## config.mk

```make
export PLATFORM = sky130hd
export DESIGN_NAME = addsub_seq
export DESIGN_NICKNAME = d
export VERILOG_FILES = /design/src/rtl/addsub_seq.sv
export SDC_FILE = /design/constraint.sdc
export NUM_CORES = 1
export LEC_CHECK = 0
export BUFFER_PORTS_ARGS = -buffer_cell sky130_fd_sc_hd__buf_2
export CAP_MARGIN = 30
export CORE_ASPECT_RATIO = 0.7
export CORE_MARGIN = 4
export CORE_UTILIZATION = 38
export DETAILED_ROUTE_END_ITERATION = 16
export HOLD_SLACK_MARGIN = 0.12
export PLACE_DENSITY = 0.68
export SLEW_MARGIN = 0
export SYNTH_ARGS = -nofsm -noshare
export SYNTH_HDL_FRONTEND = slang
export SYNTH_SLANG_ARGS = --single-unit
```

## constraint.sdc

```tcl
create_clock -name clk -period 8.7 [get_ports clk]
set_input_delay 1.74 -clock clk [delete_from_list [all_inputs] [get_ports clk]]
set_output_delay 1.74 -clock clk [all_outputs]
set_load 0.02 [all_outputs]
```

## src/rtl/addsub_seq.sv

```systemverilog
// ---------------------------------------------------------------------------
// addsub_seq
//
// Multi-cycle adder/subtractor. One operand pair is accepted per transaction
// over a valid/ready handshake. A +/- B is then formed CHUNK bits per clock,
// least significant slice first, with the carry between slices held in a
// register. When the last slice is done, the overflow flag is computed. The
// result and flag are held until the consumer takes them.
//
// Handshake rules (both sides):
//   A transfer happens on a rising edge where valid && ready are both high.
//   in_ready is high only in IDLE. out_valid is high only in DONE. While
//   out_valid is high and out_ready is low, result/Overflow do not change.
//   in_valid is ignored outside IDLE. out_ready is ignored outside DONE.
//
// Parameters:
//   WIDTH  operand/result width; must be a multiple of CHUNK
//   CHUNK  bits added per clock; CHUNK == WIDTH gives a one-cycle CALC
//
// Ports:
//   clk          rising-edge clock
//   rst          asynchronous, active-high reset
//   in_valid     operand pair valid
//   in_ready     block can accept an operand pair (IDLE only)
//   A, B         operands, sampled at acceptance
//   isSub        1: A-B, 0: A+B (sampled at acceptance)
//   isSign       1: two's-complement overflow rule, 0: unsigned rule
//   out_valid    result/Overflow valid (DONE only)
//   out_ready    consumer takes the result
//   result       registered sum/difference
//   Overflow     registered overflow flag
//   dbg_state_o  current FSM state (0 IDLE, 1 CALC, 2 DONE)
//
// Build option:
//   ADDSUB_SAT_EN  When defined, an overflowing result is replaced by the
//                  saturated value as the block enters DONE. Overflow still
//                  reads 1. When not defined, result wraps modulo 2^WIDTH.
// ---------------------------------------------------------------------------
module addsub_seq #(
   parameter int WIDTH = 32,
   parameter int CHUNK = 8
) (
   input  logic             clk,
   input  logic             rst,
   input  logic             in_valid,
   output logic             in_ready,
   input  logic [WIDTH-1:0] A,
   input  logic [WIDTH-1:0] B,
   input  logic             isSub,
   input  logic             isSign,
   output logic             out_valid,
   input  logic             out_ready,
   output logic [WIDTH-1:0] result,
   output logic             Overflow,
   output logic [1:0]       dbg_state_o
);

   localparam int NSLICE = WIDTH / CHUNK;
   localparam int CW     = (NSLICE > 1) ? $clog2(NSLICE) : 1;
   localparam logic [CW-1:0] LAST_SLICE = CW'(NSLICE - 1);

   typedef enum logic [1:0] {
      S_IDLE = 2'd0,
      S_CALC = 2'd1,
      S_DONE = 2'd2
   } state_e;

   // ------------------------------------------------------------------------
   // State and datapath registers
   // ------------------------------------------------------------------------
   state_e           state_q, state_d;
   logic [WIDTH-1:0] a_q, a_d;
   logic [WIDTH-1:0] b_q, b_d;        // holds B, or ~B for a subtract
   logic             sub_q, sub_d;
   logic             sign_q, sign_d;
   logic             carry_q, carry_d;
   logic [CW-1:0]    cnt_q, cnt_d;
   logic [WIDTH-1:0] result_q, result_d;
   logic             ovf_q, ovf_d;

   // ------------------------------------------------------------------------
   // Slice datapath
   // ------------------------------------------------------------------------
   logic [CHUNK-1:0] a_slice;
   logic [CHUNK-1:0] b_slice;
   logic [CHUNK:0]   slice_sum;
   logic             last_slice;
   logic             carry_out;
   logic             sum_msb;
   logic             a_msb;
   logic             b_msb;
   logic             ovf_calc;
   logic [WIDTH-1:0] result_slice_wr;

   // Select slice cnt_q of both operands. A loop over constant indices
   // keeps every part-select static.
   always_comb begin
      a_slice = '0;
      b_slice = '0;
      for (int k = 0; k < NSLICE; k++) begin
         if (int'(cnt_q) == k) begin
            a_slice = a_q[k*CHUNK +: CHUNK];
            b_slice = b_q[k*CHUNK +: CHUNK];
         end
      end
   end

   // For a subtract b_q already holds ~B and the carry register started at
   // 1, so this one adder also gives A + ~B + 1 = A - B.
   assign slice_sum = {1'b0, a_slice} + {1'b0, b_slice} + {{CHUNK{1'b0}}, carry_q};

   assign last_slice = (cnt_q == LAST_SLICE);
   assign carry_out  = slice_sum[CHUNK];
   assign sum_msb    = slice_sum[CHUNK-1];
   assign a_msb      = a_q[WIDTH-1];
   assign b_msb      = b_q[WIDTH-1];

   // Only meaningful on the last slice, where carry_out and sum_msb belong
   // to the full-width result. For a subtract a missing carry means borrow.
   always_comb begin
      if (sign_q) begin
         ovf_calc = (a_msb == b_msb) && (sum_msb != a_msb);
      end else if (sub_q) begin
         ovf_calc = ~carry_out;
      end else begin
         ovf_calc = carry_out;
      end
   end

   // Current result with the new slice merged into place.
   always_comb begin
      result_slice_wr = result_q;
      for (int k = 0; k < NSLICE; k++) begin
         if (int'(cnt_q) == k) begin
            result_slice_wr[k*CHUNK +: CHUNK] = slice_sum[CHUNK-1:0];
         end
      end
   end

`ifdef ADDSUB_SAT_EN
   logic [WIDTH-1:0] sat_value;

   // Clamp value for the direction in which the operation overflowed. For
   // signed overflow the sign of A tells which way the true result went.
   always_comb begin
      if (sign_q) begin
         if (a_msb) begin
            sat_value = {1'b1, {(WIDTH-1){1'b0}}};
         end else begin
            sat_value = {1'b0, {(WIDTH-1){1'b1}}};
         end
      end else if (sub_q) begin
         sat_value = '0;
      end else begin
         sat_value = '1;
      end
   end
`endif

   // ------------------------------------------------------------------------
   // FSM: next state and register updates
   // ------------------------------------------------------------------------
   always_comb begin
      state_d  = state_q;
      a_d      = a_q;
      b_d      = b_q;
      sub_d    = sub_q;
      sign_d   = sign_q;
      carry_d  = carry_q;
      cnt_d    = cnt_q;
      result_d = result_q;
      ovf_d    = ovf_q;

      case (state_q)
         S_IDLE: begin
            if (in_valid) begin
               a_d     = A;
               b_d     = isSub ? ~B : B;
               sub_d   = isSub;
               sign_d  = isSign;
               carry_d = isSub;
               cnt_d   = '0;
               state_d = S_CALC;
            end
         end

         S_CALC: begin
            result_d = result_slice_wr;
            carry_d  = carry_out;
            if (last_slice) begin
               ovf_d   = ovf_calc;
               cnt_d   = '0;
               state_d = S_DONE;
`ifdef ADDSUB_SAT_EN
               if (ovf_calc) begin
                  result_d = sat_value;
               end
`endif
            end else begin
               cnt_d = cnt_q + CW'(1);
            end
         end

         S_DONE: begin
            if (out_ready) begin
               state_d = S_IDLE;
            end
         end

         default: begin
            state_d = S_IDLE;
         end
      endcase
   end

   always_ff @(posedge clk or posedge rst) begin
      if (rst) begin
         state_q  <= S_IDLE;
         a_q      <= '0;
         b_q      <= '0;
         sub_q    <= 1'b0;
         sign_q   <= 1'b0;
         carry_q  <= 1'b0;
         cnt_q    <= '0;
         result_q <= '0;
         ovf_q    <= 1'b0;
      end else begin
         state_q  <= state_d;
         a_q      <= a_d;
         b_q      <= b_d;
         sub_q    <= sub_d;
         sign_q   <= sign_d;
         carry_q  <= carry_d;
         cnt_q    <= cnt_d;
         result_q <= result_d;
         ovf_q    <= ovf_d;
      end
   end

   // ------------------------------------------------------------------------
   // Outputs
   // ------------------------------------------------------------------------
   // Both flags come straight from the state register, so an asynchronous
   // reset drops out_valid and raises in_ready at once.
   assign in_ready    = (state_q == S_IDLE);
   assign out_valid   = (state_q == S_DONE);
   assign result      = result_q;
   assign Overflow    = ovf_q;
   assign dbg_state_o = state_q;

   // ------------------------------------------------------------------------
   // Handshake properties
   // ------------------------------------------------------------------------
   a_no_overlap: assert property (@(posedge clk) disable iff (rst)
      !(in_ready && out_valid));

   a_hold_under_backpressure: assert property (@(posedge clk) disable iff (rst)
      (out_valid && !out_ready) |=> (out_valid && $stable(result) && $stable(Overflow)));

endmodule

```

### Yosys cells after proc, flatten, opt, wreduce, memory -nomap -nowiden

Index checks and enable logic that the tools add are counted.

| storage, ports and cells | value |
|---|---|
| bits in registers | 104 |

| cells by class | value |
|---|---|
| add/subtract/negate cells | 3 |
| equality and inequality tests | 11 |
| muxes and demuxes | 20 |
| bitwise operators | 2 |
| reductions and logical operators | 12 |

Operators by type and width:

| operator | number |
|---|---|
| two-way mux 8 bit | 8 |
| two-way mux 32 bit | 1 |
| inverter 32 bit | 1 |
| AND reduction 2 bit | 7 |
| two-way mux 2 bit | 5 |
| adder 8 x 8 -> 9 bit | 1 |
| adder 9 x 1 -> 9 bit | 1 |
| == test 2 bit (second input constant) | 4 |
| case mux 2 bit (3 select lines) | 1 |
| == test 2 x 1 -> 1 bit (second input constant) | 2 |
| zero test 2 bit | 2 |
| inequality test 2 bit (second input constant) | 2 |
| case mux 2 bit (2 select lines) | 1 |
| two-way mux 1 bit | 3 |
| AND reduction 3 bit | 1 |
| adder 2 x 1 -> 2 bit (second input constant) | 1 |
| inequality test 2 x 1 -> 1 bit (second input constant) | 1 |
| case mux 1 bit (2 select lines) | 1 |
| nonzero test 2 bit | 1 |
| == test 1 bit | 1 |
| logical AND 1 bit | 1 |
| inequality test 1 bit | 1 |
| inverter 1 bit | 1 |

### Logic depth before layout (Yosys ltp)

| depth | value |
|---|---|
| depth in word-level cells | 10 |
| depth in mapped cells | 18 |
| mapped depth without buffers | 17 |

### Worst setup path before layout

No wires, ideal clock.

| timing path | value |
|---|---|
| path type | register -> register |
| start point | register cnt_q[1] |
| end point | register ovf_q, in the netlist Overflow |
| library setup time | 0.132 ns |
| arrival time | 2.915 ns |
| data required time | 8.568 ns |
| setup slack | 5.654 ns |
| cell stages (with the launch flop) | 17 |
| buffers on the path | 1 |
| cells stage by stage | dfrtp_1 -> inv_1 -> ha_1 -> clkbuf_1 -> a21oi_1 -> nor2_1 -> a21oi_1 -> o21ai_0 -> fa_1 -> inv_1 -> fa_1 -> nor2b_1 -> o2111ai_1 -> a31oi_1 -> nor4b_1 -> a221oi_1 -> o21ai_1 |

| between the ends | value |
|---|---|
| cells in the longest elaborated chain, start to end | 10 |

Ends and longest elaborated chain:

| what | line | source |
|---|---|---|
| from (decl) | 77 | `logic [CW-1:0] cnt_q, cnt_d;` |
| from (signal assigned) | 234 | `cnt_q <= cnt_d;` |
| zero test 2 bit | 101 | `if (int'(cnt_q) == k) begin` |
| two-way mux 8 bit (4 in series) | 101 |  |
| adder 8 x 8 -> 9 bit | 110 | `assign slice_sum = {1'b0, a_slice} + {1'b0, b_slice} + {{CHUNK{1'b0}}, carry_q};` |
| adder 9 x 1 -> 9 bit | 110 |  |
| inequality test 1 bit / inverter 1 bit (equally long branches) | 122, 124 |  |
| logical AND 1 bit / two-way mux 1 bit (equally long branches) | 122, 123 |  |
| two-way mux 1 bit | 121 | `if (sign_q) begin` |
| to (signal assigned) | 236 | `ovf_q <= ovf_d;` |
| to (decl) | 79 | `logic ovf_q, ovf_d;` |

Several ways; a longest one is shown, not always the timed one.
A chain may end at the register's enable or synchronous reset.

### Final worst setup path

Ends and elaborated chain as after synthesis.

==> impl_metrics.yaml <==
global_route:
  grt_start_max_net_pins: 103
  grt_pass1_vias: 3834
  grt-ovfl-total: 0
  grt_use_total_pct: 16.25
  antenna_found_initial: 0
  grt_pass1_wl_um: 19700
critical_path:
  worstSetupStartpointType: "flip-flop"
  path_max_fanout: 17
  critPathKind: "flip-flop to flip-flop"
  critPathCaptureType: "flip-flop"
  cp.required_ns: 8.92
  path_cells: "inv_1, ha_1, buf_4, a21oi_1, nor2_1, a21oi_1, o21ai_0, fa_1, inv_1, fa_1, nor2b_1, o2111ai_1, a31oi_1, nor4b_1, a221oi_1, o21ai_1"
  cp_slowest_cell: "ha_1"
  cpPeakStageDelay_ns: 0.50
  cp.arrival_ns: 3.94
timing:
  fin_skew_ns: 0.01112
  worst_pin_slew_ns: 1.058
  rsz0062_at_grt: "false"
  max_freq_mhz: 268.3
  slew_headroom_pct: 29.47
  drv_slew: 0
  tns_ns: 0
  finalSetupViolations: 0
  period_minus_slack_ns: 3.727
  timing.final.crit_share_pct: 42.84
  finalHoldViolations: 0
routing:
  ant_nets: 0
  drc_errors: 0
  vias_per_cell: 5.023
  firstDrtPassIters: 4
  drt_iter0_markers: 280
  routedWlPerCell_um: 15.75
  totalWireLength_um: 12120
  vias: 3863
logic_synthesis:
  synthCells: 514
  synth-seq-cells: 104
  syn_area_per_cell_um2: 9.781
  synthTopCellsByArea: "dfrtp_1 (52%), mux2_2 (8.5%), a21oi_1 (6.9%), xnor2_1 (5.9%), nand2_1 (5.1%)"
  synth_area_mm2: 0.005027
  synth-edff-count: 0
  syn_nets: 597
  yosys_warnings: 0
  synthFlopType: "dfrtp_1"
  yosysUniqueCellTypes: 37
  synth.most_common_cell: "dfrtp_1"
  async_flop_share_pct: 100.0
  synth_top_area_share_pct: 51.77
  yosysSeqAreaShare_pct: 51.77
  yosysTopAreaCell: "dfrtp_1"
  synth_common_cells: "dfrtp_1 (104), a21oi_1 (69), nand2_1 (68)"
die:
  rows: 34
  die_area_mm2: 0.01516
  core_area_mm2: 0.01268
  start_util_pct: 39.66
  boundaryPins: 107
  die_width_um: 145.5
  die_y_um: 104.2
clock_tree:
  clockRootBuffer: "clkbuf_16"
  clk_path_buf_depth: 2
  cts_resized: 0
  cts-htree-levels: 3
  hold_buffers: 0
  clk_pin_slew_ns: 0.07
  cts_sinks: 104
  cts_tree: "yes"
  numCtsBuffers: 9
  postCtsSetupBuffers: 0
  clk_latency_ns: 0.35
place:
  dpl.hpwl_um: 9035
  dpl.cell_count: 751
  port_buffers: 106
  globalplace.congestion: 0.9516
run_status:
  status: "completed"
final_layout:
  stdcell_count: 769
  drive_above_1_share_pct: 27.84
  n_fill_cell: 1203
  syn_to_final_growth_pct: 19.21
  layout.nets: 685
  n_antenna_cell: 0
flow_run:
  drv_cap: 0
power:
  p_leak_uw: 0.002728
  power.density_mw_per_mm2: 463.6
  peakVddDrop_uv: 200.4
worst_hold_path:
  hp-class: "flip-flop to flip-flop"
-- path summary, 6_finish.rpt --
path	slack (ns)	from	end	cells past startpoint
min in group asynchronous	1.46	rst	a_q[21]	2
max in group asynchronous	6.09	rst	b_q[20]	3
setup reg to reg	4.97	cnt_q[1]	Overflow	16
setup / recovery	4.97	cnt_q[1]	Overflow	16
hold reg to reg	0.48	result[4]	result[4]	2
hold / removal	0.48	result[4]	result[4]	2
-- report_power, final --
part / switching, µW / internal, µW / total (µW) / leakage [µW]
registers: 157 / 727 / 884 / 0.00123
clock network: 174 / 232 / 405 / 0.000139
logic: 910 / 580 / 1490 / 0.00136
total: 1240 / 1540 / 2780 / 0.00273
-- registers in the layout, summed over array words and instances (netlist names) --
register and count:
result 32, Overflow 1, dbg_state_o 2, a_q 32, carry_q 1, cnt_q 2, sub_q 1, sign_q 1
b_q 32
-- logic make-up (layout without fill, tap and decap cells) --
family          after synthesis  after routing  synth area share [%]
simple gates                153            153                 12.72
buf+inv                      40            133                 3.310
compound gates              128            128                 13.51
mux                          39             39                 8.711
xor+xnor                     37             37                 6.446
flops                       104            104                 51.77
fa+ha+maj                    13             13                 3.534
-- layout by cell type (no fill, tap or decap), types with 2 or more instances in the layout --
cell | Yosys | layout
ha_1 | 11 | 11
nor2_1 | 67 | 67
o31ai_1 | 2 | 2
xnor2_1 | 34 | 34
o21ai_0 | 41 | 41
clkinvlp_4 | 0 | 2
xor2_1 | 3 | 3
nor3_1 | 2 | 2
nor2b_1 | 2 | 2
clkbuf_1 | 18 | 2
o21ai_1 | 6 | 6
nand3b_1 | 3 | 3
fa_1 | 2 | 2
dfrtp_1 | 104 | 104
nand2b_1 | 4 | 4
buf_2 | 13 | 106
inv_1 | 7 | 6
a21oi_1 | 69 | 69
clkbuf_16 | 0 | 10
mux2_2 | 38 | 38
nand2_1 | 68 | 68
buf_4 | 0 | 2
-- stage by stage --
| step | total power [µW] | utilization (%) | cell area, µm² | setup WS (ns) | hold WS (ns) |
|---|---|---|---|---|---|
| CTS | 2773 | 46.86 | 5941 | 4.959 | 0.4848 |
| floorplan | 1945 | - | 5027 | 4.228 | 0.4806 |
| finish | 2778 | 47.28 | 5993 | 4.973 | 0.4779 |
| global placement | 2298 | 44.49 | 5640 | 5.189 | 0.4618 |
| global route | 3007 | 47.28 | 5993 | 4.451 | 0.5046 |
| detailed placement | 2357 | 44.49 | 5640 | 4.971 | 0.4706 |
-- worst max-delay path, delay by kind of cell (launching register included) --
family                   cells  cell delay [ns]
AO/OA/AOI/OAI                7             1.18
adder cells (fa/ha/maj)      3             1.19
flip-flops                   1             0.41
AND/OR/NAND/NOR              3             0.35
buffers and inverters        3             0.48
-- layout make-up --
class	instances	area, µm²	share of cell area, %
Clock inverter	4	53.80	0.8977
Sequential cell	104	2603	43.42
Timing Repair Buffer	110	598.1	9.979
Clock buffer	12	246.5	4.113
Inverter	7	28.78	0.4802
Tap cell	162	202.7	3.382
Multi-Input combinational cell	370	2261	37.72
-- layer usage --
layer / part of all wire, % / up-vias / GRT usage, % / routed length (µm)
li1: - / 1908 / - / -
met1: 50 / 1828 / 23.59 / 6045
met2: 42 / 116 / 23.39 / 5129
met3: 6.6 / 11 / 5.009 / 794
met4: 1.2 / 0 / 4.675 / 146
met5: 0 / - / 0 / 0
Note: power is estimated with default switching activity, not from simulation.
